<file path="src/rtl/cpu_pkg.sv">
// Shared CPU pipeline definitions: datapath widths, ALU op encoding and
// the decoded control bundle carried from ID into EX.
package cpu_pkg;

  localparam int XLEN       = 32;
  localparam int REG_ADDR_W = 5;

  typedef enum logic [3:0] {
    ALU_ADD,
    ALU_SUB,
    ALU_AND,
    ALU_OR,
    ALU_XOR,
    ALU_SLL,
    ALU_SRL,
    ALU_SRA,
    ALU_SLT,
    ALU_SLTU,
    ALU_LUI,
    ALU_PASS
  } alu_op_e;

  typedef struct packed {
    alu_op_e alu_op;
    logic    alu_src_imm;
    logic    mem_read;
    logic    mem_write;
    logic    reg_write;
    logic    branch;
    logic    jump;
  } id_ctrl_t;

endpackage

</file>
<file path="src/rtl/id_ex_reg_if.sv">
// ID->EX pipeline bus: ID handshake and fields, held EX entry, flush,
// write-back snoop port and hazard/statistics outputs.
interface id_ex_reg_if #(
  parameter int XLEN  = 32,
  parameter int CNT_W = 16
);
  import cpu_pkg::*;

  logic                  in_valid;
  logic                  in_ready;
  logic [XLEN-1:0]       in_pc;
  logic [XLEN-1:0]       in_imm;
  logic [XLEN-1:0]       in_rs1_data;
  logic [XLEN-1:0]       in_rs2_data;
  logic [REG_ADDR_W-1:0] in_rs1_addr;
  logic [REG_ADDR_W-1:0] in_rs2_addr;
  logic [REG_ADDR_W-1:0] in_rd_addr;
  id_ctrl_t              in_ctrl;

  logic                  out_valid;
  logic                  out_ready;
  logic [XLEN-1:0]       out_pc;
  logic [XLEN-1:0]       out_imm;
  logic [XLEN-1:0]       out_rs1_data;
  logic [XLEN-1:0]       out_rs2_data;
  logic [REG_ADDR_W-1:0] out_rs1_addr;
  logic [REG_ADDR_W-1:0] out_rs2_addr;
  logic [REG_ADDR_W-1:0] out_rd_addr;
  id_ctrl_t              out_ctrl;

  logic                  flush;
  logic                  wb_we;
  logic [REG_ADDR_W-1:0] wb_addr;
  logic [XLEN-1:0]       wb_data;

  logic                  load_use_stall;
  logic [CNT_W-1:0]      bubble_cnt;

  modport master (
    output in_valid, in_pc, in_imm, in_rs1_data, in_rs2_data,
           in_rs1_addr, in_rs2_addr, in_rd_addr, in_ctrl,
           out_ready, flush, wb_we, wb_addr, wb_data,
    input  in_ready, out_valid, out_pc, out_imm, out_rs1_data, out_rs2_data,
           out_rs1_addr, out_rs2_addr, out_rd_addr, out_ctrl,
           load_use_stall, bubble_cnt
  );

  modport slave (
    input  in_valid, in_pc, in_imm, in_rs1_data, in_rs2_data,
           in_rs1_addr, in_rs2_addr, in_rd_addr, in_ctrl,
           out_ready, flush, wb_we, wb_addr, wb_data,
    output in_ready, out_valid, out_pc, out_imm, out_rs1_data, out_rs2_data,
           out_rs1_addr, out_rs2_addr, out_rd_addr, out_ctrl,
           load_use_stall, bubble_cnt
  );

endinterface

</file>
<file path="src/rtl/id_ex_hazard_unit.sv">
// Load-use hazard detector: a held load whose destination feeds either
// source of the instruction currently offered by ID.
module id_ex_hazard_unit (
  input  logic                           held_valid,
  input  logic                           held_mem_read,
  input  logic [cpu_pkg::REG_ADDR_W-1:0] held_rd,
  input  logic                           in_valid,
  input  logic [cpu_pkg::REG_ADDR_W-1:0] in_rs1,
  input  logic [cpu_pkg::REG_ADDR_W-1:0] in_rs2,
  output logic                           hazard
);

  // x0 is hardwired zero, so a load targeting it never creates a dependency
  assign hazard = held_valid && held_mem_read && (held_rd != '0) && in_valid &&
                  ((held_rd == in_rs1) || (held_rd == in_rs2));

endmodule

</file>
<file path="src/rtl/id_ex_reg.sv">
// ID/EX pipeline register with load-use bubble insertion, flush, and
// write-back refresh of operands while the entry is held.
module id_ex_reg #(
  parameter int XLEN  = 32,
  parameter int CNT_W = 16
) (
  input logic        clk,
  input logic        rst,
  id_ex_reg_if.slave bus
);
  import cpu_pkg::*;

  logic            advance;
  logic            hazard;
  logic            accept;
  logic [XLEN-1:0] rs1_held;
  logic [XLEN-1:0] rs2_held;

  id_ex_hazard_unit u_hazard (
    .held_valid    (bus.out_valid),
    .held_mem_read (bus.out_ctrl.mem_read),
    .held_rd       (bus.out_rd_addr),
    .in_valid      (bus.in_valid),
    .in_rs1        (bus.in_rs1_addr),
    .in_rs2        (bus.in_rs2_addr),
    .hazard        (hazard)
  );

  assign advance            = ~bus.out_valid | bus.out_ready;
  assign bus.load_use_stall = hazard & ~bus.flush;
  assign bus.in_ready       = advance & ~hazard & ~bus.flush;
  assign accept             = bus.in_valid & bus.in_ready;

  // A stalled entry's operands were read before this write-back landed
  always_comb begin
    rs1_held = bus.out_rs1_data;
    rs2_held = bus.out_rs2_data;
    if (bus.wb_we && (bus.wb_addr != '0)) begin
      if (bus.wb_addr == bus.out_rs1_addr) rs1_held = bus.wb_data;
      if (bus.wb_addr == bus.out_rs2_addr) rs2_held = bus.wb_data;
    end
  end

  always_ff @(posedge clk or posedge rst) begin
    if (rst) begin
      bus.out_valid    <= 1'b0;
      bus.out_pc       <= '0;
      bus.out_imm      <= '0;
      bus.out_rs1_data <= '0;
      bus.out_rs2_data <= '0;
      bus.out_rs1_addr <= '0;
      bus.out_rs2_addr <= '0;
      bus.out_rd_addr  <= '0;
      bus.out_ctrl     <= '0;
    end else if (bus.flush) begin
      bus.out_valid <= 1'b0;
    end else if (advance) begin
      bus.out_valid <= accept;
      if (accept) begin
        bus.out_pc       <= bus.in_pc;
        bus.out_imm      <= bus.in_imm;
        bus.out_rs1_data <= bus.in_rs1_data;
        bus.out_rs2_data <= bus.in_rs2_data;
        bus.out_rs1_addr <= bus.in_rs1_addr;
        bus.out_rs2_addr <= bus.in_rs2_addr;
        bus.out_rd_addr  <= bus.in_rd_addr;
        bus.out_ctrl     <= bus.in_ctrl;
      end
    end else begin
      bus.out_rs1_data <= rs1_held;
      bus.out_rs2_data <= rs2_held;
    end
  end

  always_ff @(posedge clk or posedge rst) begin
    if (rst) begin
      bus.bubble_cnt <= '0;
    end else if (hazard && bus.out_ready && !bus.flush &&
                 (bus.bubble_cnt != {CNT_W{1'b1}})) begin
      bus.bubble_cnt <= bus.bubble_cnt + CNT_W'(1);
    end
  end

endmodule

</file>
<file path="src/flat_wrapper.sv">
// flat-port wrapper written by rule: the top's interface ports become plain ports
module id_ex_reg_flat import cpu_pkg::*;
#(
  parameter int XLEN  = 32,
  parameter int CNT_W = 16
)
  (clk, rst, bus_in_valid, bus_in_pc, bus_in_imm, bus_in_rs1_data, bus_in_rs2_data, bus_in_rs1_addr, bus_in_rs2_addr, bus_in_rd_addr, bus_in_ctrl, bus_out_ready, bus_flush, bus_wb_we, bus_wb_addr, bus_wb_data, bus_in_ready, bus_out_valid, bus_out_pc, bus_out_imm, bus_out_rs1_data, bus_out_rs2_data, bus_out_rs1_addr, bus_out_rs2_addr, bus_out_rd_addr, bus_out_ctrl, bus_load_use_stall, bus_bubble_cnt);
  id_ex_reg_if #(.XLEN(XLEN), .CNT_W(CNT_W)) bus_i ();
  input logic clk;
  input logic rst;
  input wire logic [$bits(bus_i.in_valid)-1:0] bus_in_valid;
  input wire logic [$bits(bus_i.in_pc)-1:0] bus_in_pc;
  input wire logic [$bits(bus_i.in_imm)-1:0] bus_in_imm;
  input wire logic [$bits(bus_i.in_rs1_data)-1:0] bus_in_rs1_data;
  input wire logic [$bits(bus_i.in_rs2_data)-1:0] bus_in_rs2_data;
  input wire logic [$bits(bus_i.in_rs1_addr)-1:0] bus_in_rs1_addr;
  input wire logic [$bits(bus_i.in_rs2_addr)-1:0] bus_in_rs2_addr;
  input wire logic [$bits(bus_i.in_rd_addr)-1:0] bus_in_rd_addr;
  input wire logic [$bits(bus_i.in_ctrl)-1:0] bus_in_ctrl;
  input wire logic [$bits(bus_i.out_ready)-1:0] bus_out_ready;
  input wire logic [$bits(bus_i.flush)-1:0] bus_flush;
  input wire logic [$bits(bus_i.wb_we)-1:0] bus_wb_we;
  input wire logic [$bits(bus_i.wb_addr)-1:0] bus_wb_addr;
  input wire logic [$bits(bus_i.wb_data)-1:0] bus_wb_data;
  output wire logic [$bits(bus_i.in_ready)-1:0] bus_in_ready;
  output wire logic [$bits(bus_i.out_valid)-1:0] bus_out_valid;
  output wire logic [$bits(bus_i.out_pc)-1:0] bus_out_pc;
  output wire logic [$bits(bus_i.out_imm)-1:0] bus_out_imm;
  output wire logic [$bits(bus_i.out_rs1_data)-1:0] bus_out_rs1_data;
  output wire logic [$bits(bus_i.out_rs2_data)-1:0] bus_out_rs2_data;
  output wire logic [$bits(bus_i.out_rs1_addr)-1:0] bus_out_rs1_addr;
  output wire logic [$bits(bus_i.out_rs2_addr)-1:0] bus_out_rs2_addr;
  output wire logic [$bits(bus_i.out_rd_addr)-1:0] bus_out_rd_addr;
  output wire logic [$bits(bus_i.out_ctrl)-1:0] bus_out_ctrl;
  output wire logic [$bits(bus_i.load_use_stall)-1:0] bus_load_use_stall;
  output wire logic [$bits(bus_i.bubble_cnt)-1:0] bus_bubble_cnt;
  assign bus_i.in_valid = bus_in_valid;
  assign bus_i.in_pc = bus_in_pc;
  assign bus_i.in_imm = bus_in_imm;
  assign bus_i.in_rs1_data = bus_in_rs1_data;
  assign bus_i.in_rs2_data = bus_in_rs2_data;
  assign bus_i.in_rs1_addr = bus_in_rs1_addr;
  assign bus_i.in_rs2_addr = bus_in_rs2_addr;
  assign bus_i.in_rd_addr = bus_in_rd_addr;
  assign bus_i.in_ctrl = bus_in_ctrl;
  assign bus_i.out_ready = bus_out_ready;
  assign bus_i.flush = bus_flush;
  assign bus_i.wb_we = bus_wb_we;
  assign bus_i.wb_addr = bus_wb_addr;
  assign bus_i.wb_data = bus_wb_data;
  assign bus_in_ready = bus_i.in_ready;
  assign bus_out_valid = bus_i.out_valid;
  assign bus_out_pc = bus_i.out_pc;
  assign bus_out_imm = bus_i.out_imm;
  assign bus_out_rs1_data = bus_i.out_rs1_data;
  assign bus_out_rs2_data = bus_i.out_rs2_data;
  assign bus_out_rs1_addr = bus_i.out_rs1_addr;
  assign bus_out_rs2_addr = bus_i.out_rs2_addr;
  assign bus_out_rd_addr = bus_i.out_rd_addr;
  assign bus_out_ctrl = bus_i.out_ctrl;
  assign bus_load_use_stall = bus_i.load_use_stall;
  assign bus_bubble_cnt = bus_i.bubble_cnt;
  id_ex_reg #(.XLEN(XLEN), .CNT_W(CNT_W)) u_core (.clk(clk), .rst(rst), .bus(bus_i));
endmodule
</file>
<file path="config.mk">
export PLATFORM = sky130hd
export DESIGN_NAME = id_ex_reg_flat
export DESIGN_NICKNAME = d
export VERILOG_FILES = /design/src/rtl/cpu_pkg.sv /design/src/rtl/id_ex_reg_if.sv /design/src/rtl/id_ex_hazard_unit.sv /design/src/rtl/id_ex_reg.sv /design/src/flat_wrapper.sv
export SDC_FILE = /design/constraint.sdc
export NUM_CORES = 1
export LEC_CHECK = 0
export ABC_CLOCK_PERIOD_IN_PS = 14130
export CAP_MARGIN = 40
export CORE_MARGIN = 8
export CORE_UTILIZATION = 44
export CTS_CLUSTER_DIAMETER = 30
export DETAILED_ROUTE_END_ITERATION = 6
export PLACE_DENSITY_LB_ADDON = 0.15
export SYNTH_ARGS = -nofsm -noshare
export SYNTH_HDL_FRONTEND = slang
export SYNTH_HIERARCHICAL = 1
export SYNTH_SLANG_ARGS = --single-unit
</file>
<file path="constraint.sdc">
create_clock -name clk -period 14.13 [get_ports clk]
set_input_delay 2.826 -clock clk [delete_from_list [all_inputs] [get_ports clk]]
set_output_delay 2.826 -clock clk [all_outputs]
set_load 0.01 [all_outputs]
</file>
==> run summary, run 1 <==
Outcome: completed
Simple-gate share of the synthesized area: 11.63%
CTS Root Cell: clkbuf_16
Crit Path Class: in2out
Core area: 0.01712 mm^2
Final clock skew: 0.009371 ns
Final Setup Violations: 0
Compound-Gate Fraction of Synth Area: 0.9335%
Yosys top cell by area: dfrtp_1
Syn Nets: 805
Antenna-violating nets left: 0
Minimum hold slack: 0.4975 ns
Top post-synthesis cells by count: nand2_1 (172), dfrtp_1 (170), mux2_2 (93), mux2_4 (60), xnor2_1 (19)
Mean area per synthesized cell: 12.57 um^2
Final setup TNS: 0 ns
EDFF count, synth: 0
Crit path buffers/inverters: 2
DP Worst Slack: 6.294 ns
Post-Synth XOR/XNOR Area: 3.898%
Ports: 368
Sink Count: 170
Switching portion of total power: 26.84%
First-pass GRT wire length: 38.68 mm
Global-route met1 utilization: 24.20%
Final net count: 1,173
Area of the multi-input gates: 0.003238 mm^2
Die height: 147.8 um
Max Cap Violations: 0
Layout Cells excl Fill: 1,216
Gr busiest metal: met2
Vias/cell: 4.902
Critical Path RT: 11.30 ns
Gr usage total: 23.32%
Yosys cell types: 32
Worst hold stages: 1
Final Hold Fails: 0
H-Tree Level Count: 4
Actual transition at the worst max-transition pin: 0.6797 ns
CP peak stage delay: 0.58 ns
Switch Pwr: 0.4129 mW
Most common cell in the netlist: nand2_1
CP startpoint kind: input pin
Hold_buf cts: 0
Comb power frac: 29.7%
Post-synthesis register bit count: 170
Internal: 1.125 mW
Number of cell rows: 48
Largest family of logic cells by synthesized area: multiplexers
Initial DRC count: 166
RSZ-0062 raised after global routing: no
Register-to-register setup slack: 11.06 ns
Critical Path Sink Type: output port
Detailed-route wire length per cell: 20.96 um
Crit path time final: 7.837 ns
Asr flop ratio synth: 100.0%
Critical path depth: 7
Crit Path Max Fanout: 3
Min-delay src: u_core/bus.bubble_cnt[9]
CTS tree: built
Reg2reg path depth: 9
Met3 usage: 11.95%
Worst path cell trace: clkdlybuf4s50_1, xor2_1, nor3_1, nand3_1, a21oi_1, nor2b_1, clkdlybuf4s50_1
Clock Pin Slew Worst Setup and Hold Paths: 0.06 ns
DR vias: 5,961
DP Area: 0.01158 mm^2
Drt drc: 0
Post_cts resized: 0
RR Endpoint: u_core/bus.out_rs1_addr[4]
Seq/Total Area, Yosys: 55.68%
Layout Cell Area excl Fill: 0.01218 mm^2
PnR worst setup slack: 6.293 ns
Crit path DAT: 5.01 ns
Die ar.: 0.02184 mm^2
Post-Synthesis Cell Area: 0.007640 mm^2
Mux cell area share after synthesis: 25.50%
Synth Flop Type: dfrtp_1
M2 GR Usage: 39.75%
Max Fclk: 127.6 MHz
Top delay family on crit path: buffers and inverters
Die W: 147.8 um
CP dominant cell by count: clkdlybuf4s50_1
Largest cells by area after synthesis: dfrtp_1 (56%), mux2_2 (14%), mux2_4 (12%)
Vias in the first global route: 6,479
# fillers: 1,328
Final period utilization: 55.47%
TritonCTS Buffers: 17
Syn Inst Count: 608
Leak: 5.366 nW
FF/Latch Area: 0.004254 mm^2
Starting density of the core: 44.63%
Worst r2r src: u_core/bus.out_rd_addr[2]
Hold Path Sink: u_core/bus.bubble_cnt[9]
Hold Path Class: reg2reg
Total power: 1.538 mW
Slew HR: 54.69%
# placed instances: 1,182
Area delta synth->final: 59.38%
Initial antenna violation count: 2
GR Overflow Total: 0
Final Max Tran Viols: 0
Largest net degree at the start of global routing: 72
Final WL: 25.48 mm
IR drop worst, VDD: 0.00008326 V
CP max-delay cell: clkdlybuf4s50_1
Clock Latency Late Sink: 0.42 ns
Post-Synth Adder-Cell Area: 0.1638%
Post-synth top area share: 55.68%
Final HPWL DP: 19.73 mm
Yosys warns: 6
Final RePlAce weighted congestion: 0.7987
DR pass1 iterations: 4
Final Core Density: 71.14%
Post-CTS Setup Inserts: 0
Clock Path Buffers: 2
Crit path from: bus_in_rs2_addr[2]
PD cells: 126.3 mW/mm^2
Layout cells sized above 1: 20.53%
Clk pwr share: 29.9%
Buffers on Ports: 367
Sequential power share: 40.4%
==> worst max path at each step <==
stage                          endpoint
2_1_floorplan  u_core/bus.bubble_cnt[0]
3_3_place_gp         bus_load_use_stall
3_5_place_dp         bus_load_use_stall
4_1_cts              bus_load_use_stall
5_1_grt              bus_load_use_stall
6_report             bus_load_use_stall
==> state kept, by name (all words and copies together), names as in the netlist <==
name                     count
u_core/bus.out_imm          32
u_core/bus.out_pc           32
u_core/bus.out_rs1_data     32
u_core/bus.out_rs2_data     32
u_core/bus.bubble_cnt       16
u_core/bus.out_ctrl         10
u_core/bus.out_rd_addr       5
u_core/bus.out_rs1_addr      5
u_core/bus.out_rs2_addr      5
u_core/bus.out_valid         1
==> power by group through the flow <==
stage | sequential [mW] | clock (mW) | combinational [mW]
global placement | 0.626 | 0 | 0.456
global route | 0.632 | 0.489 | 0.485
floorplan | 0.665 | 0 | 0.142
detailed placement | 0.631 | 0 | 0.460
finish | 0.621 | 0.460 | 0.456
CTS | 0.622 | 0.474 | 0.464
==> cell type report <==
cell class                      instances  area share (%)
Clock buffer                           21           3.946
Timing Repair Buffer                  376           31.15
Tap cell                              225           2.312
Sequential cell                       170           34.94
Antenna cell                            2         0.04110
Multi-Input combinational cell        409           26.59
Clock inverter                         11          0.9145
Inverter                                2          0.1028
==> worst reg2reg max path, stage by stage (launching register included) <==
cell	delay [ns]
dfrtp_1	0.51
xor2_1	0.21
nor3_1	0.40
nand3_1	0.13
a21oi_1	0.24
nor3_2	0.10
nand2_4	0.27
buf_4	0.37
buf_16	0.31
mux2_2	0.41
==> per-layer routing <==
| metal | wire length, um | share of wire (%) | up-vias |
|---|---|---|---|
| li1 | - | - | 2799 |
| met1 | 9453 | 37 | 2870 |
| met2 | 12400 | 49 | 263 |
| met3 | 3055 | 12 | 29 |
| met4 | 576 | 2.3 | 0 |
| met5 | 0 | 0 | - |
==> cell families after synthesis <==
logic type,after synthesis
AO/OA/AOI/OAI,9
XOR/XNOR,34
adder cells (fa/ha/maj),1
buffers and inverters,29
flip-flops,170
multiplexers,153
AND/OR/NAND/NOR,212
==> cell usage in the layout, fill, tap and decap left out, drive strengths merged, types with 3 or more instances in the layout <==
cell type / synthesis / layout
nor2: 3 / 3
nor3: 8 / 8
nand3: 9 / 9
nand4: 7 / 7
nand2: 172 / 172
dfrtp: 170 / 170
a21oi: 6 / 6
inv: 2 / 4
clkinv: 0 / 6
xnor2: 19 / 19
clkbuf: 7 / 21
and4: 3 / 3
buf: 20 / 9
xor2: 15 / 15
clkdlybuf4s50: 0 / 367
mux2: 153 / 153
No activity file was read; power rests on OpenSTA's default activity.
==> inputs of run 2 (changes only) <==
--- a/config.mk
+++ b/config.mk
@@ -5,10 +5,10 @@
 export SDC_FILE = /design/constraint.sdc
 export NUM_CORES = 1
 export LEC_CHECK = 0
-export ABC_CLOCK_PERIOD_IN_PS = 14130
+export ABC_CLOCK_PERIOD_IN_PS = 7890
 export CAP_MARGIN = 40
 export CORE_MARGIN = 8
-export CORE_UTILIZATION = 44
+export CORE_UTILIZATION = 41
 export CTS_CLUSTER_DIAMETER = 30
 export DETAILED_ROUTE_END_ITERATION = 6
 export PLACE_DENSITY_LB_ADDON = 0.15
==> constraint.sdc (replaced) <==
create_clock -name clk -period 7.89 [get_ports clk]
set_input_delay 1.578 -clock clk [delete_from_list [all_inputs] [get_ports clk]]
set_output_delay 1.578 -clock clk [all_outputs]
set_load 0.01 [all_outputs]
==> run 2 against run 1 <==
  * Clock power is 80% higher
  * Critical path depth did not move
  * Non-clock buffer count unchanged
  * Via count is 0.27% higher
  * Die area grew 6.5%
  * Sequential share of layout area is essentially flat
  * Cell count increased by 0.66%
  * Global-route usage decreased by 1.8 points
  * Total power increased by 79%
  * Critical path type unchanged
==> run summary, run 2 (same netlist as run 1, synthesis figures left out) <==
Outcome: completed (unchanged)
Area delta synth->final: 59.58% (was 59.38%)
CP max-delay cell: clkdlybuf4s50_1 (unchanged)
Crit Path Class: in2out (unchanged)
Initial antenna violation count: 3 (was 2)
Worst r2r src: u_core/bus.out_rd_addr[2] (unchanged)
Worst path cell trace: clkdlybuf4s50_1, xor2_1, nor3_1, nand3_1, a21oi_1, nor2b_1, clkdlybuf4s50_1 (unchanged)
Clock Pin Slew Worst Setup and Hold Paths: 0.07 ns (was 0.06 ns)
RR Endpoint: u_core/bus.out_pc[20] (was u_core/bus.out_rs1_addr[4])
Switching portion of total power: 26.86% (was 26.84%)
Commonest non-fill, non-tap cell in the layout: clkdlybuf4s50_1 (unchanged)
Die height: 152.5 um (was 147.8 um)
Final net count: 1,173 (unchanged)
Final period utilization: 67.82%
Number of cell rows: 50 (was 48)
Starting density of the core: 41.26% (was 44.63%)
CP dominant cell by count: clkdlybuf4s50_1 (unchanged)
CP startpoint kind: input pin (unchanged)
# fillers: 1,474 (was 1,328)
Leak: 5.375 nW (was 5.366 nW)
DR pass1 iterations: 5 (was 4)
Max Fclk: 186.9 MHz
Post_cts resized: 0 (unchanged)
Internal: 2.016 mW (was 1.125 mW)
Final HPWL DP: 19.22 mm (was 19.73 mm)
Final Hold Fails: 0 (unchanged)
Vias/cell: 4.883 (was 4.902)
Clock Latency Late Sink: 0.42 ns (about the same)
Final Setup Violations: 0 (unchanged)
CP peak stage delay: 0.58 ns (about the same)
Ports: 368 (unchanged)
Final WL: 25.29 mm (was 25.48 mm)
Slew HR: 54.33% (was 54.69%)
First-pass GRT wire length: 38.45 mm (was 38.68 mm)
Largest net degree at the start of global routing: 70 (was 72)
PD cells: 226.1 mW/mm^2 (was 126.3 mW/mm^2)
Drt drc: 0 (unchanged)
Total power: 2.757 mW (was 1.538 mW)
Switch Pwr: 0.7405 mW (was 0.4129 mW)
Vias in the first global route: 6,282 (was 6,479)
Final setup TNS: 0 ns (unchanged)
Final Max Tran Viols: 0 (unchanged)
DR vias: 5,977 (was 5,961)
Critical Path Sink Type: output port (unchanged)
GR Overflow Total: 0 (unchanged)
TritonCTS Buffers: 17 (unchanged)
Initial DRC count: 250 (was 166)
Antenna-violating nets left: 0 (unchanged)
Register-to-register setup slack: 4.82 ns (was 11.06 ns)
Comb power frac: 29.5% (was 29.7%)
Crit path from: bus_in_rs1_addr[2] (was bus_in_rs2_addr[2])
Crit path time final: 5.351 ns
Sink Count: 170 (unchanged)
Clock Path Buffers: 2 (unchanged)
Clk pwr share: 30.1% (was 29.9%)
CTS tree: built (unchanged)
Buffers on Ports: 367 (unchanged)
Reg2reg path depth: 9 (unchanged)
Layout cells sized above 1: 20.45% (was 20.53%)
Layout Cell Area excl Fill: 0.01219 mm^2 (was 0.01218 mm^2)
Max Cap Violations: 0 (unchanged)
Actual transition at the worst max-transition pin: 0.6850 ns (was 0.6797 ns)
CTS Root Cell: clkbuf_16 (unchanged)
H-Tree Level Count: 4 (unchanged)
Final RePlAce weighted congestion: 0.8478 (was 0.7987)
DP Area: 0.01160 mm^2 (was 0.01158 mm^2)
Crit path DAT: 3.77 ns (was 5.01 ns)
Die W: 152.5 um (was 147.8 um)
Post-CTS Setup Inserts: 0 (unchanged)
Core area: 0.01852 mm^2 (was 0.01712 mm^2)
RSZ-0062 raised after global routing: no (unchanged)
Commonest non-fill, non-tap cells in the layout: clkdlybuf4s50_1 (367), nand2_1 (171), dfrtp_1 (170), mux2_2 (93), mux2_4 (60) (unchanged)
Setup crit end: bus_load_use_stall (unchanged)
Critical Path RT: 6.31 ns (was 11.30 ns)
Final clock skew: 0.01278 ns (was 0.009371 ns)
Final Core Density: 65.84% (was 71.14%)
Sequential power share: 40.4% (about the same)
Hold Path Class: reg2reg (unchanged)
Detailed-route wire length per cell: 20.66 um (was 20.96 um)
IR drop worst, VDD: 0.0001567 V (was 0.00008326 V)
Crit Path Max Fanout: 3 (unchanged)
Hold_buf cts: 0 (unchanged)
Die ar.: 0.02326 mm^2 (was 0.02184 mm^2)
Gr usage total: 21.54% (was 23.32%)
==> run 2: area by class of cell <==
cell class                      instances  area [um^2]  share of cell area (%)
Antenna cell                            2        5.005                 0.04105
Sequential cell                       170         4254                   34.89
Tap cell                              234        292.8                   2.401
Inverter                                2        12.51                  0.1026
Multi-Input combinational cell        409         3238                   26.56
Timing Repair Buffer                  376         3801                   31.18
Clock buffer                           21        480.5                   3.941
Clock inverter                         10        107.6                  0.8826
==> run 2: worst min-delay path by stage <==
| stage | startpoint | endpoint | slack (ns) | cells past startpoint |
|---|---|---|---|---|
| after floorplan | u_core/bus.bubble_cnt[9] | u_core/bus.bubble_cnt[9] | 0.51 | 1 |
| after global placement | u_core/bus.bubble_cnt[9] | u_core/bus.bubble_cnt[9] | 0.47 | 1 |
| after detailed placement | u_core/bus.bubble_cnt[9] | u_core/bus.bubble_cnt[9] | 0.49 | 1 |
| after CTS | u_core/bus.bubble_cnt[9] | u_core/bus.bubble_cnt[9] | 0.49 | 1 |
| after global routing | u_core/bus.out_pc[9] | u_core/bus.out_pc[9] | 0.51 | 1 |
| final | u_core/bus.bubble_cnt[9] | u_core/bus.bubble_cnt[9] | 0.49 | 1 |
==> run 2: power by group through the flow <==
stage	Clock, mW	Combinational, mW	Sequential, mW
3_3_place_gp	0	0.812	1.12
2_1_floorplan	0	0.255	1.19
3_5_place_dp	0	0.819	1.13
6_report	0.830	0.813	1.11
5_1_grt	0.888	0.863	1.13
4_1_cts	0.857	0.825	1.12
==> run 2: worst max-delay path: cells and delay by family <==
family	cells	cell delay (ns)
buffers and inverters	2	1.03
AND/OR/NAND/NOR	3	0.71
AO/OA/AOI/OAI	1	0.30
XOR/XNOR	1	0.16
==> run 2: per-stage QoR <==
stage	hold WS, ns	std cells	setup WS [ns]
4_1_cts	0.4921	1222	2.540
6_report	0.4898	1224	2.539
3_3_place_gp	0.4745	1188	2.561
2_1_floorplan	0.5137	608	1.709
5_1_grt	0.5126	1224	2.407
3_5_place_dp	0.4867	1191	2.545
==> run 2: per-layer routing <==
metal / share of wire, % / up-vias / track usage (%)
met5: 0.051 / - / 0
met4: 2.6 / 2 / 8.624
met3: 10 / 36 / 9.331
met2: 48 / 278 / 35.10
met1: 40 / 2868 / 24.61
li1: - / 2793 / -
==> inputs of run 3 (changes only) <==
--- a/config.mk
+++ b/config.mk
@@ -5,7 +5,7 @@
 export SDC_FILE = /design/constraint.sdc
 export NUM_CORES = 1
 export LEC_CHECK = 0
-export ABC_CLOCK_PERIOD_IN_PS = 7890
+export ABC_CLOCK_PERIOD_IN_PS = 5090
 export CAP_MARGIN = 40
 export CORE_MARGIN = 8
 export CORE_UTILIZATION = 41
==> constraint.sdc (replaced) <==
create_clock -name clk -period 5.09 [get_ports clk]
set_input_delay 1.018 -clock clk [delete_from_list [all_inputs] [get_ports clk]]
set_output_delay 1.018 -clock clk [all_outputs]
set_load 0.01 [all_outputs]
==> run 3 against run 2 <==
  * Sequential power up 56%
  * Via count down 1.6%
  * Critical endpoint unchanged
  * Sequential share of layout area up 0.21 points
  * Combinational power up 54%
  * Critical path type unchanged
  * Largest cell class unchanged
==> run summary, run 3 (same netlist as run 1, synthesis figures left out) <==
Final Hold Fails: 0 (unchanged)
Ports: 368 (unchanged)
Final clock skew: 0.01443 ns (was 0.01278 ns)
First-pass GRT wire length: 38.12 mm (was 38.45 mm)
Critical Path RT: 4.07 ns (was 6.31 ns)
Clock Path Buffers: 2 (unchanged)
# fillers: 1,458 (was 1,474)
Final Core Density: 65.45% (was 65.84%)
Worst path cell trace: clkdlybuf4s50_1, xor2_1, nor3_1, nand3_1, a21oi_1, nor2b_1, clkdlybuf4s50_1 (unchanged)
Initial DRC count: 213 (was 250)
IR drop worst, VDD: 0.0002303 V (was 0.0001567 V)
Number of cell rows: 50 (unchanged)
CP dominant cell by count: clkdlybuf4s50_1 (unchanged)
Final RePlAce weighted congestion: 0.8295 (was 0.8478)
Gr usage total: 21.21% (was 21.54%)
CP startpoint kind: input pin (unchanged)
Antenna-violating nets left: 0 (unchanged)
Crit Path Max Fanout: 3 (unchanged)
Core area: 0.01852 mm^2 (unchanged)
H-Tree Level Count: 4 (unchanged)
M2 GR Usage: 34.39% (was 35.10%)
Die W: 152.5 um (unchanged)
Final HPWL DP: 19.11 mm (was 19.22 mm)
DR vias: 5,884 (was 5,977)
CTS tree: built (unchanged)
Hold_buf cts: 0 (unchanged)
Global-route met1 utilization: 24.31% (was 24.61%)
Crit path time final: 4.161 ns
Minimum hold slack: 0.5035 ns (was 0.4898 ns)
Area delta synth->final: 58.65% (was 59.58%)
RSZ-0062 raised after global routing: no (unchanged)
Sink Count: 170 (unchanged)
Clock Latency Late Sink: 0.42 ns (about the same)
Die height: 152.5 um (unchanged)
Final WL: 24.65 mm (was 25.29 mm)
Drt drc: 0 (unchanged)
Slew HR: 45.10% (was 54.33%)
Met3 usage: 9.558% (was 9.331%)
Final period utilization: 81.75%
Critical Path Sink Type: output port (unchanged)
Final Setup Violations: 0 (unchanged)
Hold Path Class: reg2reg (unchanged)
PD cells: 344.7 mW/mm^2 (was 226.1 mW/mm^2)
Max Cap Violations: 0 (unchanged)
Crit Path Class: in2out (unchanged)
Final Max Tran Viols: 0 (unchanged)
Actual transition at the worst max-transition pin: 0.8235 ns (was 0.6850 ns)
Detailed-route wire length per cell: 20.16 um (was 20.66 um)
Vias/cell: 4.811 (was 4.883)
Final setup TNS: 0 ns (unchanged)
DP Worst Slack: 0.8985 ns (was 2.545 ns)
CP max-delay cell: clkdlybuf4s50_1 (unchanged)
DR pass1 iterations: 4 (was 5)
Outcome: completed (unchanged)
Initial antenna violation count: 1 (was 3)
Max Fclk: 240.3 MHz
Post_cts resized: 0 (unchanged)
PnR worst setup slack: 0.9288 ns (was 2.539 ns)
Clock Pin Slew Worst Setup and Hold Paths: 0.07 ns (about the same)
Commonest non-fill, non-tap cell in the layout: clkdlybuf4s50_1 (unchanged)
Commonest non-fill, non-tap cells in the layout: clkdlybuf4s50_1 (367), nand2_1 (171), dfrtp_1 (170), mux2_2 (93), mux2_4 (60) (unchanged)
Final net count: 1,173 (unchanged)
GR Overflow Total: 0 (unchanged)
Leak: 5.330 nW (was 5.375 nW)
Buffers on Ports: 367 (unchanged)
Layout cells sized above 1: 20.34% (was 20.45%)
CP peak stage delay: 0.61 ns (was 0.58 ns)
Vias in the first global route: 6,417 (was 6,282)
Starting density of the core: 41.26% (unchanged)
CTS Root Cell: clkbuf_16 (unchanged)
Largest net degree at the start of global routing: 105 (was 70)
Post-CTS Setup Inserts: 0 (unchanged)
Crit path DAT: 3.14 ns (was 3.77 ns)
TritonCTS Buffers: 17 (unchanged)
Gr busiest metal: met2 (unchanged)
Die ar.: 0.02326 mm^2 (unchanged)
==> run 3: stage by stage <==
| step | area [um^2] | instances | total power [mW] |
|---|---|---|---|
| 2_1_floorplan | 7644 | 608 | 2.242 |
| 3_3_place_gp | 11550 | 1190 | 3.000 |
| 3_5_place_dp | 11570 | 1191 | 3.018 |
| 4_1_cts | 12120 | 1222 | 4.237 |
| 5_1_grt | 12120 | 1223 | 4.377 |
| 6_report | 12120 | 1223 | 4.178 |
==> run 3: routing by layer <==
metal | up-vias | share of wire, %
li1 | 2791 | -
met1 | 2806 | 40
met2 | 258 | 47
met3 | 29 | 10
met4 | 0 | 2.7
met5 | - | 0
==> run 3: report_power, final <==
group | switching, mW | total [mW] | internal (mW)
combinational | 0.451 | 1.25 | 0.804
sequential | 0.143 | 1.73 | 1.59
clock | 0.540 | 1.20 | 0.655
==> run 3: worst paths after layout <==
check | from | end | slack (ns) | cells after the start
max | bus_in_rs2_addr[2] | bus_load_use_stall | 0.93 | 7
min | u_core/bus.out_pc[26] | u_core/bus.out_pc[26] | 0.50 | 1
max reg2reg | u_core/bus.out_rd_addr[4] | u_core/bus.out_rs1_data[31] | 1.84 | 9
min reg2reg | u_core/bus.out_pc[26] | u_core/bus.out_pc[26] | 0.50 | 1
max in group asynchronous | rst | u_core/bus.out_rs2_data[20] | 3.13 | 3
min in group asynchronous | rst | u_core/bus.out_rs2_data[4] | 0.97 | 2
==> run 3: final cells by class <==
class	count	area [um^2]	area share (%)
timing repair buffer	376	3774	31.13
sequential	170	4254	35.10
tap	234	292.8	2.416
antenna	1	2.502	0.02065
inverter	2	11.26	0.09291
multi-input combinational	409	3243	26.76
clock buffer	20	456.7	3.768
clock inverter	11	86.33	0.7123
==> run 3: critical path, delay by kind of cell <==
kind            cells  cell delay [ns]
simple gates        3             0.68
xor+xnor            1             0.15
compound gates      1             0.25
buf+inv             2             1.05
